--- src/rtl/fft_frame_ctrl.sv ---
// fft_frame_ctrl: frame sequencer in front of an FFT core and its reorder stage.
// Launches whole, gap-free frames of FFT_SIZE samples into the core. Each launch
// is gated on downstream credits and on the number of frames in flight. The
// reordered output is framed with first/last markers, and sticky error flags
// report framing, underrun, alignment and credit problems.
//
// Handshake: a sample transfers on s_data in every cycle where s_valid && s_ready
// are both high at the rising clock edge. In IDLE, s_ready reflects launch
// eligibility and does not depend on s_valid. In RUN, s_ready is held high and
// the controller issues exactly one sample per cycle. If s_valid is low in RUN,
// a zero sample is padded in. The m_* output has no backpressure.
//
// Complex samples are packed as {re[DW-1:0], im[DW-1:0]}.
module fft_frame_ctrl #(
  parameter int FFT_SIZE   = 16,
  parameter int CREDITS    = 64,
  parameter int MAX_FLIGHT = 4,
  parameter int DW         = 16
) (
  input  logic                              clk,
  input  logic                              rst_n,
  input  logic [2*DW-1:0]                   s_data,
  input  logic                              s_valid,
  input  logic                              s_last,
  output logic                              s_ready,
  output logic [2*DW-1:0]                   fft_din,
  output logic                              fft_din_valid,
  input  logic [2*DW-1:0]                   fft_dout,
  input  logic                              fft_dout_valid,
  output logic [2*DW-1:0]                   m_data,
  output logic                              m_valid,
  output logic                              m_first,
  output logic                              m_last,
  input  logic                              credit_ret,
  output logic [$clog2(MAX_FLIGHT+1)-1:0]   frames_in_flight,
  input  logic                              err_clr,
  output logic                              err_framing,
  output logic                              err_underrun,
  output logic                              err_align,
  output logic                              err_credit
);

  localparam int CW = $clog2(FFT_SIZE);
  localparam int KW = $clog2(CREDITS + 1);
  localparam int FW = $clog2(MAX_FLIGHT + 1);

  localparam logic [CW-1:0] LAST_IDX   = CW'(FFT_SIZE - 1);
  localparam logic [KW-1:0] CRED_MAX   = KW'(CREDITS);
  localparam logic [KW-1:0] CRED_FRAME = KW'(FFT_SIZE);
  localparam logic [FW-1:0] FLIGHT_MAX = FW'(MAX_FLIGHT);

  typedef enum logic {
    IDLE = 1'b0,
    RUN  = 1'b1
  } state_t;

  state_t          state;
  logic [CW-1:0]   in_cnt;
  logic [CW-1:0]   out_cnt;
  logic [KW-1:0]   credits;

  logic            elig;
  logic            accept;
  logic            launch;
  logic [CW-1:0]   frame_pos;
  logic            framing_set;
  logic            underrun_set;
  logic            stray;
  logic            gap;
  logic            done;
  logic            credit_set;

  // Launch eligibility, handshake and error-set conditions
  always_comb begin
    elig         = (credits >= CRED_FRAME) && (frames_in_flight < FLIGHT_MAX);
    s_ready      = rst_n && ((state == RUN) || elig);
    accept       = s_valid && s_ready;
    // Every frame starts from IDLE. The FSM drops back to IDLE after the last
    // sample, so an eligible stream is accepted again on the very next cycle
    // and consecutive frames stay gap-free.
    launch       = (state == IDLE) && accept;
    frame_pos    = (state == IDLE) ? '0 : in_cnt;
    framing_set  = accept && s_last && (frame_pos != LAST_IDX);
    underrun_set = (state == RUN) && !s_valid;
    // Output beat with nothing outstanding and no frame in progress
    stray        = fft_dout_valid && (frames_in_flight == '0) && (out_cnt == '0);
    // Valid dropped in the middle of an output frame
    gap          = !fft_dout_valid && (out_cnt != '0);
    done         = (fft_dout_valid && !stray && (out_cnt == LAST_IDX)) || gap;
    credit_set   = credit_ret && !launch && (credits == CRED_MAX);
  end

  // Input FSM: frame sequencing and registered issue to the FFT core
  always_ff @(posedge clk or negedge rst_n) begin
    if (!rst_n) begin
      state         <= IDLE;
      in_cnt        <= '0;
      fft_din       <= '0;
      fft_din_valid <= 1'b0;
    end else begin
      case (state)
        IDLE: begin
          if (accept) begin
            state         <= RUN;
            in_cnt        <= CW'(1);
            fft_din       <= s_data;
            fft_din_valid <= 1'b1;
          end else begin
            fft_din       <= '0;
            fft_din_valid <= 1'b0;
          end
        end
        RUN: begin
          // A missing sample is padded with complex zero; the frame is never cut short
          fft_din       <= s_valid ? s_data : '0;
          fft_din_valid <= 1'b1;
          if (in_cnt == LAST_IDX) begin
            in_cnt <= '0;
            state  <= IDLE;
          end else begin
            in_cnt <= in_cnt + CW'(1);
          end
        end
        default: begin
          state         <= IDLE;
          in_cnt        <= '0;
          fft_din       <= '0;
          fft_din_valid <= 1'b0;
        end
      endcase
    end
  end

  // Output register stage: framing markers and output beat counter
  always_ff @(posedge clk or negedge rst_n) begin
    if (!rst_n) begin
      m_data  <= '0;
      m_valid <= 1'b0;
      m_first <= 1'b0;
      m_last  <= 1'b0;
      out_cnt <= '0;
    end else begin
      m_data  <= fft_dout_valid ? fft_dout : '0;
      m_valid <= fft_dout_valid;
      m_first <= fft_dout_valid && (out_cnt == '0);
      m_last  <= fft_dout_valid && (out_cnt == LAST_IDX);
      if (gap) begin
        out_cnt <= '0;
      end else if (fft_dout_valid && !stray) begin
        out_cnt <= out_cnt + CW'(1);
      end
    end
  end

  // Downstream credit pool and in-flight frame count
  always_ff @(posedge clk or negedge rst_n) begin
    if (!rst_n) begin
      credits          <= CRED_MAX;
      frames_in_flight <= '0;
    end else begin
      if (launch) begin
        credits <= credits - CRED_FRAME + KW'(credit_ret);
      end else if (credit_ret && (credits != CRED_MAX)) begin
        credits <= credits + KW'(1);
      end
      if (launch && !done) begin
        frames_in_flight <= frames_in_flight + FW'(1);
      end else if (done && !launch && (frames_in_flight != '0)) begin
        frames_in_flight <= frames_in_flight - FW'(1);
      end
    end
  end

  // Sticky error flags; a new error in the same cycle as err_clr keeps the flag set
  always_ff @(posedge clk or negedge rst_n) begin
    if (!rst_n) begin
      err_framing  <= 1'b0;
      err_underrun <= 1'b0;
      err_align    <= 1'b0;
      err_credit   <= 1'b0;
    end else begin
      err_framing  <= framing_set  || (err_framing  && !err_clr);
      err_underrun <= underrun_set || (err_underrun && !err_clr);
      err_align    <= stray || gap || (err_align    && !err_clr);
      err_credit   <= credit_set   || (err_credit   && !err_clr);
    end
  end

endmodule

--- config.mk ---
export PLATFORM = sky130hd
export DESIGN_NAME = fft_frame_ctrl
export DESIGN_NICKNAME = d
export VERILOG_FILES = /design/src/rtl/fft_frame_ctrl.sv
export SDC_FILE = /design/constraint.sdc
export NUM_CORES = 1
export LEC_CHECK = 0
export ABC_CLOCK_PERIOD_IN_PS = 2800
export CORE_UTILIZATION = 29
export CTS_CLUSTER_DIAMETER = 50
export CTS_CLUSTER_SIZE = 40
export DETAILED_ROUTE_END_ITERATION = 10
export GPL_ROUTABILITY_DRIVEN = 0
export PLACE_DENSITY = 0.69
export SYNTH_ARGS = -nofsm -noshare
export SYNTH_HDL_FRONTEND = slang
export SYNTH_SLANG_ARGS = --single-unit
--- constraint.sdc ---
create_clock -name clk -period 2.8 [get_ports clk]
set_input_delay 0.84 -clock clk [delete_from_list [all_inputs] [get_ports clk]]
set_output_delay 0.84 -clock clk [all_outputs]
set_load 0.05 [all_outputs]
==> results.tsv <==
metric	value	unit
vias_per_cell	4.34	
finClkSkew	6.39	ps
hold_start	credits[6]	
post_cts_resized	0	
syn_nets	359	
cp_top_family	buffers and inverters	
drive_gt1_share	7.50	%
synth_edf_count	0	
hold_path.class	flop to flop	
path_clk_slew	60	ps
min_period	2500	ps
layout_setup_ws	297	ps
cts_root_buffer	clkbuf_16	
cp_slowest_cell	clkdlybuf4s50_1	
synth_top_area_cell	dfrtp_1	
crit_path_cell_trace	clkdlybuf4s50_1	
grt_max_degree	68	
hold-path-endpoint	credits[6]	
status	finished with violations	
clock.fmax	0.400	GHz
initial_core_util	30.1	%
boundaryPins	147	
post-place-ws	97.5	ps
nets	514	
hpwl	5850	um
grt_pass1_vias	2679	
slew_viol_final	0	
clk_latency	340	ps
nFillCells	1052	
fin_hold_ws	505	ps
synth.top_cell.area_share	65.1	%
r2r_end	frames_in_flight[2]	
postPlaceCellArea	5120	um^2
crit_start	frames_in_flight[2]	
tightest_slew	836	ps
multi_input_area	1080	um^2
fin_area	5420	um^2
portBuffers	146	
die_y	111	um
synth.area.top_cells	dfrtp_1, and2_1, ha_1	
p_per_area	851	nW/um^2
postCtsSetupBuffers	0	
p_total	0.00461	W
crit_buf_inv	1	
die_w	111	um
leakagePower	2.40	nW
wire_per_inst	13.7	um
grt.total_usage	13.9	%
synth_cell_types	39	
regToRegStartpoint	out_cnt[0]	
critPathRequiredTime	1960	ps
critPathCaptureType	primary output	
num_rows	39	
cts_num_sinks	91	
wl	7980	um
cts_max_path_buffers	2	
antenna_cells	0	
vias	2529	
yosysWarnings	0	
startpoint_type	flop	
rsz0062_at_grt	false	
drt-initial-drc-count	112	
critPathMaxStageDelay	850	ps
violations	DRC	
cp_data_arrival_time	1660	ps
ant_nets	0	
ys_ff_latch	91	
syn_to_final_growth	56.5	%
reg2reg_slack	740	ps
ir_drop	0.363	mV
cts_buffers	9	
critPathKind	flop to primary output	
setup_viol_count_final	0	
antenna_found_initial	1	
overflow	0	
grt_pass1_wl	13100	um
cts_tree	done	
core	11500	um^2
regArea	2280	um^2
drc	12	
whs_path_depth	1	
avgSynthCellArea	12.4	um^2
finalSetupTns	0	ps
drv_cap	0	
ff2ff_path_depth	10	
dieArea	12400	um^2
async_reset_ff_share	100	%
cts_max_level	3	
yosysSeqAreaShare	65.8	%
yosys_most_used_dff	dfrtp_1	
hold_buffers	0	
cp_max_fo	6	
synth_cells	280	
dr.pass1.iters	7	
timing.final.crit_share	89.4	%
relSlewSlack	44.3	%
netlist_area	3460	um^2
finalHoldViolations	0	
-- cells in the final DEF, fill, tap and decap left out, types with 2 or more instances in the layout --
cell type,n
inv_1,14
ha_1,7
mux2i_1,2
clkdlybuf4s50_1,144
clkinv_4,2
and3_1,3
xnor2_1,5
o21ai_1,3
dfrtp_1,90
xor2_1,6
buf_4,9
a22o_1,2
a21oi_1,4
o21a_1,2
nand2_1,18
clkbuf_8,2
o21ai_0,11
nand4_1,3
inv_6,2
and2_1,66
clkbuf_16,9
nor2_1,9
nand3_1,5
a31oi_1,2
-- per-layer routing --
metal  routed length [um]  part of all wire [%]  global-route usage, %
met1                 3220                    40                   15.4
met4                  258                   3.2                   8.83
met3                  781                   9.8                   6.12
met2                 3700                    46                   21.8
met5                   13                  0.16                      0
-- where the power goes --
| part | leakage, nW | switching [W] | internal [W] |
|---|---|---|---|
| combinational | 1.09 | 0.000977 | 0.000661 |
| sequential | 1.16 | 0.000223 | 0.00157 |
| clock | 0.143 | 0.000523 | 0.000660 |
-- cell usage after synthesis, drive strengths merged (2+ instances only) --
| master | count |
|---|---|
| o21ai | 14 |
| and2 | 66 |
| a22o | 2 |
| nor2 | 9 |
| dfrtp | 90 |
| xnor2 | 5 |
| nand4 | 3 |
| clkbuf | 8 |
| nand2 | 19 |
| buf | 2 |
| nand3 | 5 |
| mux2i | 3 |
| nor3 | 2 |
| ha | 7 |
| a21oi | 4 |
| xor2 | 6 |
| a31oi | 2 |
| and3 | 3 |
| o21a | 2 |
| inv | 14 |
-- through the flow --
step	std cells	utilization, %
3_5_place_dp	567	44.5
3_3_place_gp	567	44.5
5_1_grt	583	47.1
6_report	583	47.1
2_1_floorplan	280	-
4_1_cts	583	47.1
-- worst register-to-register path, cell delays in order, from the launching register on --
cell and delay, ps:
dfrtp_1 420, inv_1 70, ha_1 130, nor2b_1 170
nor2_1 60, o21ai_1 160, nand2_1 90, fa_1 390
nand3b_1 170, mux2i_1 160, xor2_1 170
-- sequential cells by signal (all words and copies together), names as in the netlist --
register	count
err_underrun	1
in_cnt	4
fft_din	32
out_cnt	4
frames_in_flight	3
err_framing	1
credits	7
m_valid	1
fft_din_valid	1
err_align	1
err_credit	1
m_last	1
m_first	1
state	1
m_data	32
-- cell type report --
class | count | share of cell area [%]
repair buffers | 154 | 28.2
clock inverters | 5 | 0.785
well taps | 143 | 3.30
clock buffers | 11 | 4.66
inverters | 14 | 0.970
multi-input cells | 165 | 20.0
flip-flops and latches | 91 | 42.0
-- worst max-delay path by stage --
stage               depth (start not counted)             endpoint  slack [ps]
detailed placement                          8  frames_in_flight[2]         100
CTS                                         1  frames_in_flight[2]         280
floorplan                                   8  frames_in_flight[2]         410
global placement                            8  frames_in_flight[2]         200
finish                                      1  frames_in_flight[2]         300
global route                                1  frames_in_flight[2]         220
-- kinds of logic (layout without fill, tap and decap cells) --
group / after synthesis / in the layout / synth area share (%)
buffers and inverters: 24 / 184 / 2.85
xor gates and xnor gates: 11 / 11 / 2.78
AOI/OAI and AO/OA: 28 / 28 / 4.81
DFF: 91 / 91 / 65.8
and+or+nand+nor: 114 / 114 / 19.0
adders and majority gates: 8 / 8 / 3.11
muxes: 4 / 4 / 1.66
(Power assumes the default switching activity.)
==> RTL change 1 (same flow settings) <==
The parameter `CREDITS` goes from 64 to 128.
--- a/src/rtl/fft_frame_ctrl.sv
+++ b/src/rtl/fft_frame_ctrl.sv
@@ -14,5 +14,5 @@
 module fft_frame_ctrl #(
   parameter int FFT_SIZE   = 16,
-  parameter int CREDITS    = 64,
+  parameter int CREDITS    = 128,
   parameter int MAX_FLIGHT = 4,
   parameter int DW         = 16
Function: no difference found for any inputs over 10 cycles, from zero or initial values and one cycle with rst_n low; that may be too few to reach the edited logic, so the function may still have changed.
==> RTL change 1 against the unedited design <==
  * The flow still finishes with violations (design-rule violations)
  * Routed wire length grew 1.6%
  * Power grew 5.4%
  * Final area up 2.0%
  * Die area increased by 1.5%
  * Synthesized cell count is 1.8% higher
  * Synthesized area rose by 1.5%
  * Worst setup slack got worse by 0.023 ns
  * Clock skew shrank 0.0013 ns
  * Global-route usage rose by 0.084 points
  * Sequential cell count rose by 1
  * Critical path type unchanged
  * Critical endpoint is now s_ready
  * Largest power group unchanged
==> RTL change 1: results (changes against the unedited design) <==
- Crit path to: s_ready
- Wire length per cell: 13.8 um (+0.77%)
- Pint: 0.00316 W (+9.3%)
- Clock buffers: 12 (+1)
- Sequential cell area fraction in the yosys report: 65.6% (-0.25 points)
- NonClk Buf Share: 27.7% (-0.55 points)
- Global-route wire length before repair: 13500 um (+3.2%)
- GRT met1 Usage: 16.1% (+0.72 points)
- # DRC: 13 (+1)
- Met3 wire length: 891 um (+14%)
- Non-Filler Instances: 588 (+0.86%)
- #MultiIn Comb: 170 (+3.0%)
- Dpl hpwl: 6030 um (+3.0%)
- Vias in the first global route: 2696 (+0.63%)
- Failing checks: design-rule violations
- Status: complete, but fails checks
- Post-place instance area: 5170 um^2 (+1.0%)
- Largest regs: fft_din: 32 flops, m_data: 32 flops, credits: 8 flops
- Reg2reg setup slack: 0.64 ns (-0.10 ns)
- Fillers: 1062 (+0.95%)
- Leakage power: 2.47 nW (+3.0%)
- Peak fanout along the critical path: 4 (-2)
- Routed length on met1: 3330 um (+3.1%)
- CP startpoint: credits[7]
- Measured slew at the worst slew-check pin: 0.777 ns (-0.0588 ns)
- Post-synthesis cell type count: 37 (-5.1%)
- NumNets Final: 519 (+0.97%)
- Sequential portion of the cell area: 41.7% (-0.37 points)
- Highest Signal Layer: met4
- Syn Nets: 364 (+1.4%)
- Worst path top cell family by delay: flip-flops
- Invs w/o clock: 13 (-1)
==> RTL change 1: cell count changes in the layout (fill, tap and decap cells not counted), sizes merged, moves of 2 or more <==
cell	unedited run	this run
inv	16	13
and3	3	5
nand3	5	3
o21ai	14	18
or3	1	3
nor4	1	3
bufinv	0	3
xor2	6	8
nor3	2	0
==> RTL change 1: cells by family (layout without fill, tap and decap cells) <==
family	count (synthesis)	after routing	share of synthesized area (%)
simple gates	115	115	18.8
flops	92	92	65.6
compound gates	31	31	5.66
buf+inv	23	183	2.71
xor+xnor	12	12	2.99
fa+ha+maj	8	8	3.06
mux	4	4	1.18
==> RTL change 1: per-stage QoR <==
| step | util [%] | setup WS, ns | hold WS [ns] |
|---|---|---|---|
| finish | 47.6 | 0.274 | 0.301 |
| floorplan | - | 0.411 | 0.484 |
| global placement | 44.6 | 0.0489 | 0.507 |
| global route | 47.6 | 0.159 | 0.279 |
| CTS | 47.6 | 0.252 | 0.284 |
| detailed placement | 44.6 | -0.00297 | 0.516 |
==> RTL change 2 (same flow settings) <==
Made on the original files. Make the reset (`rst_n`) synchronous in 4 clocked blocks.
--- a/src/rtl/fft_frame_ctrl.sv
+++ b/src/rtl/fft_frame_ctrl.sv
@@ -92,5 +92,5 @@
 
   // Input FSM: frame sequencing and registered issue to the FFT core
-  always_ff @(posedge clk or negedge rst_n) begin
+  always_ff @(posedge clk) begin
     if (!rst_n) begin
       state         <= IDLE;
@@ -133,5 +133,5 @@
 
   // Output register stage: framing markers and output beat counter
-  always_ff @(posedge clk or negedge rst_n) begin
+  always_ff @(posedge clk) begin
     if (!rst_n) begin
       m_data  <= '0;
@@ -154,5 +154,5 @@
 
   // Downstream credit pool and in-flight frame count
-  always_ff @(posedge clk or negedge rst_n) begin
+  always_ff @(posedge clk) begin
     if (!rst_n) begin
       credits          <= CRED_MAX;
@@ -173,5 +173,5 @@
 
   // Sticky error flags; a new error in the same cycle as err_clr keeps the flag set
-  always_ff @(posedge clk or negedge rst_n) begin
+  always_ff @(posedge clk) begin
     if (!rst_n) begin
       err_framing  <= 1'b0;
Check against the original RTL: differs if rst_n is asserted again (counterexample within 4 cycles, from zero or initial values and one cycle with rst_n low); with rst_n held inactive, the same outputs for 10 cycles.
==> RTL change 2 against the unedited design <==
  * First-iteration DRC count fell by 12%
  * Synthesized area shrank 9.6%
  * Non-clock buffer count grew 3
  * Final area down 7.0%
  * Routed wire length decreased by 5.9%
  * Worst setup slack worse by 0.13 ns
  * Sequential cell count is the same
  * Global-route usage fell by 0.49 points
  * Largest cell class unchanged
Power is not compared: it rests on default switching activity, and its combinational part moved more than twofold at a synthesized area within 25%.
==> RTL change 2: results (changes against the unedited design) <==
- Synth area leaders: dfxtp_1 58%, and2_1 7.2%, and3_1 6.8%
- Worst r2r src: state
- Status: finished clean
- Reg2reg setup slack: 0.64 ns (-0.10 ns)
- Xor and xnor area share after synthesis: 2.24% (-0.54 points)
- Flip-flop and latch area: 1820 um^2 (-20%)
- Vias in the first global route: 2409 (-10%)
- Wire length per cell: 12.6 um (-7.8%)
- Placed Cells: 579 (+2.1%)
- Sequential cell area fraction in the yosys report: 58.2% (-7.6 points)
- Mux cell area share after synthesis: 2.88% (+1.2 points)
- Slew headroom: 64.6% (+20 points)
- All-layer global routing usage: 13.4% (-0.49 points)
- NumNets Final: 533 (+3.7%)
- Crit path DAT: 1.79 ns (+0.13 ns)
- Async S/R FF share, synth: 0% (-100 points)
- CP startpoint: rst_n
- Worst reg2reg path depth: 7 (-3)
- Largest net degree at the start of global routing: 52 (-24%)
- Commonest cells post-synth: 91 x dfxtp_1, 36 x and2_1, 34 x and3_1, 20 x nand2_1, 13 x clkbuf_1
- Worst-path clk slew: 0.09 ns (+0.03 ns)
- RR Endpoint: frames_in_flight[2]
- CP max stage delay: 0.51 ns (-0.34 ns)
- Post-Synth Adder-Cell Area: 3.44% (+0.33 points)
- Mapped Avg Cell Area: 10.4 um^2 (-16%)
- Clock skew: 0.00899 ns (+0.00259 ns)
- Via count: 2586 (+2.3%)
RTL change 2: cell count changes after synthesis, sizes merged, moves of 3 or more:
| cell | before | now |
|---|---|---|
| dfxtp | 0 | 91 |
| dfrtp | 90 | 0 |
| and3 | 3 | 34 |
| and2 | 66 | 37 |
| o21ai | 14 | 4 |
| nand2b | 1 | 10 |
| inv | 14 | 6 |
| a21oi | 4 | 11 |
| mux2i | 3 | 9 |
| clkbuf | 8 | 13 |
| xor2 | 6 | 3 |
RTL change 2: critical path: cells and delay by family:
kind                   cells  cell delay (ns)
buffers and inverters      3             0.79
and+or+nand+nor            1             0.16
RTL change 2: final cells by class:
type	instances	share of cell area [%]
timing repair buffer	157	30.8
clock buffer	10	2.53
clock inverter	6	2.23
sequential	91	36.1
tap	136	3.38
inverter	7	0.521
multi-input combinational	188	24.4
RTL change 2: per-layer routing:
layer	vias to the layer above	part of all wire [%]	track usage, %
met1	1167	46	17.0
met3	5	6.5	3.59
met4	0	0.73	4.46
met2	91	46	21.9
li1	1323	-	-
met5	-	0	0
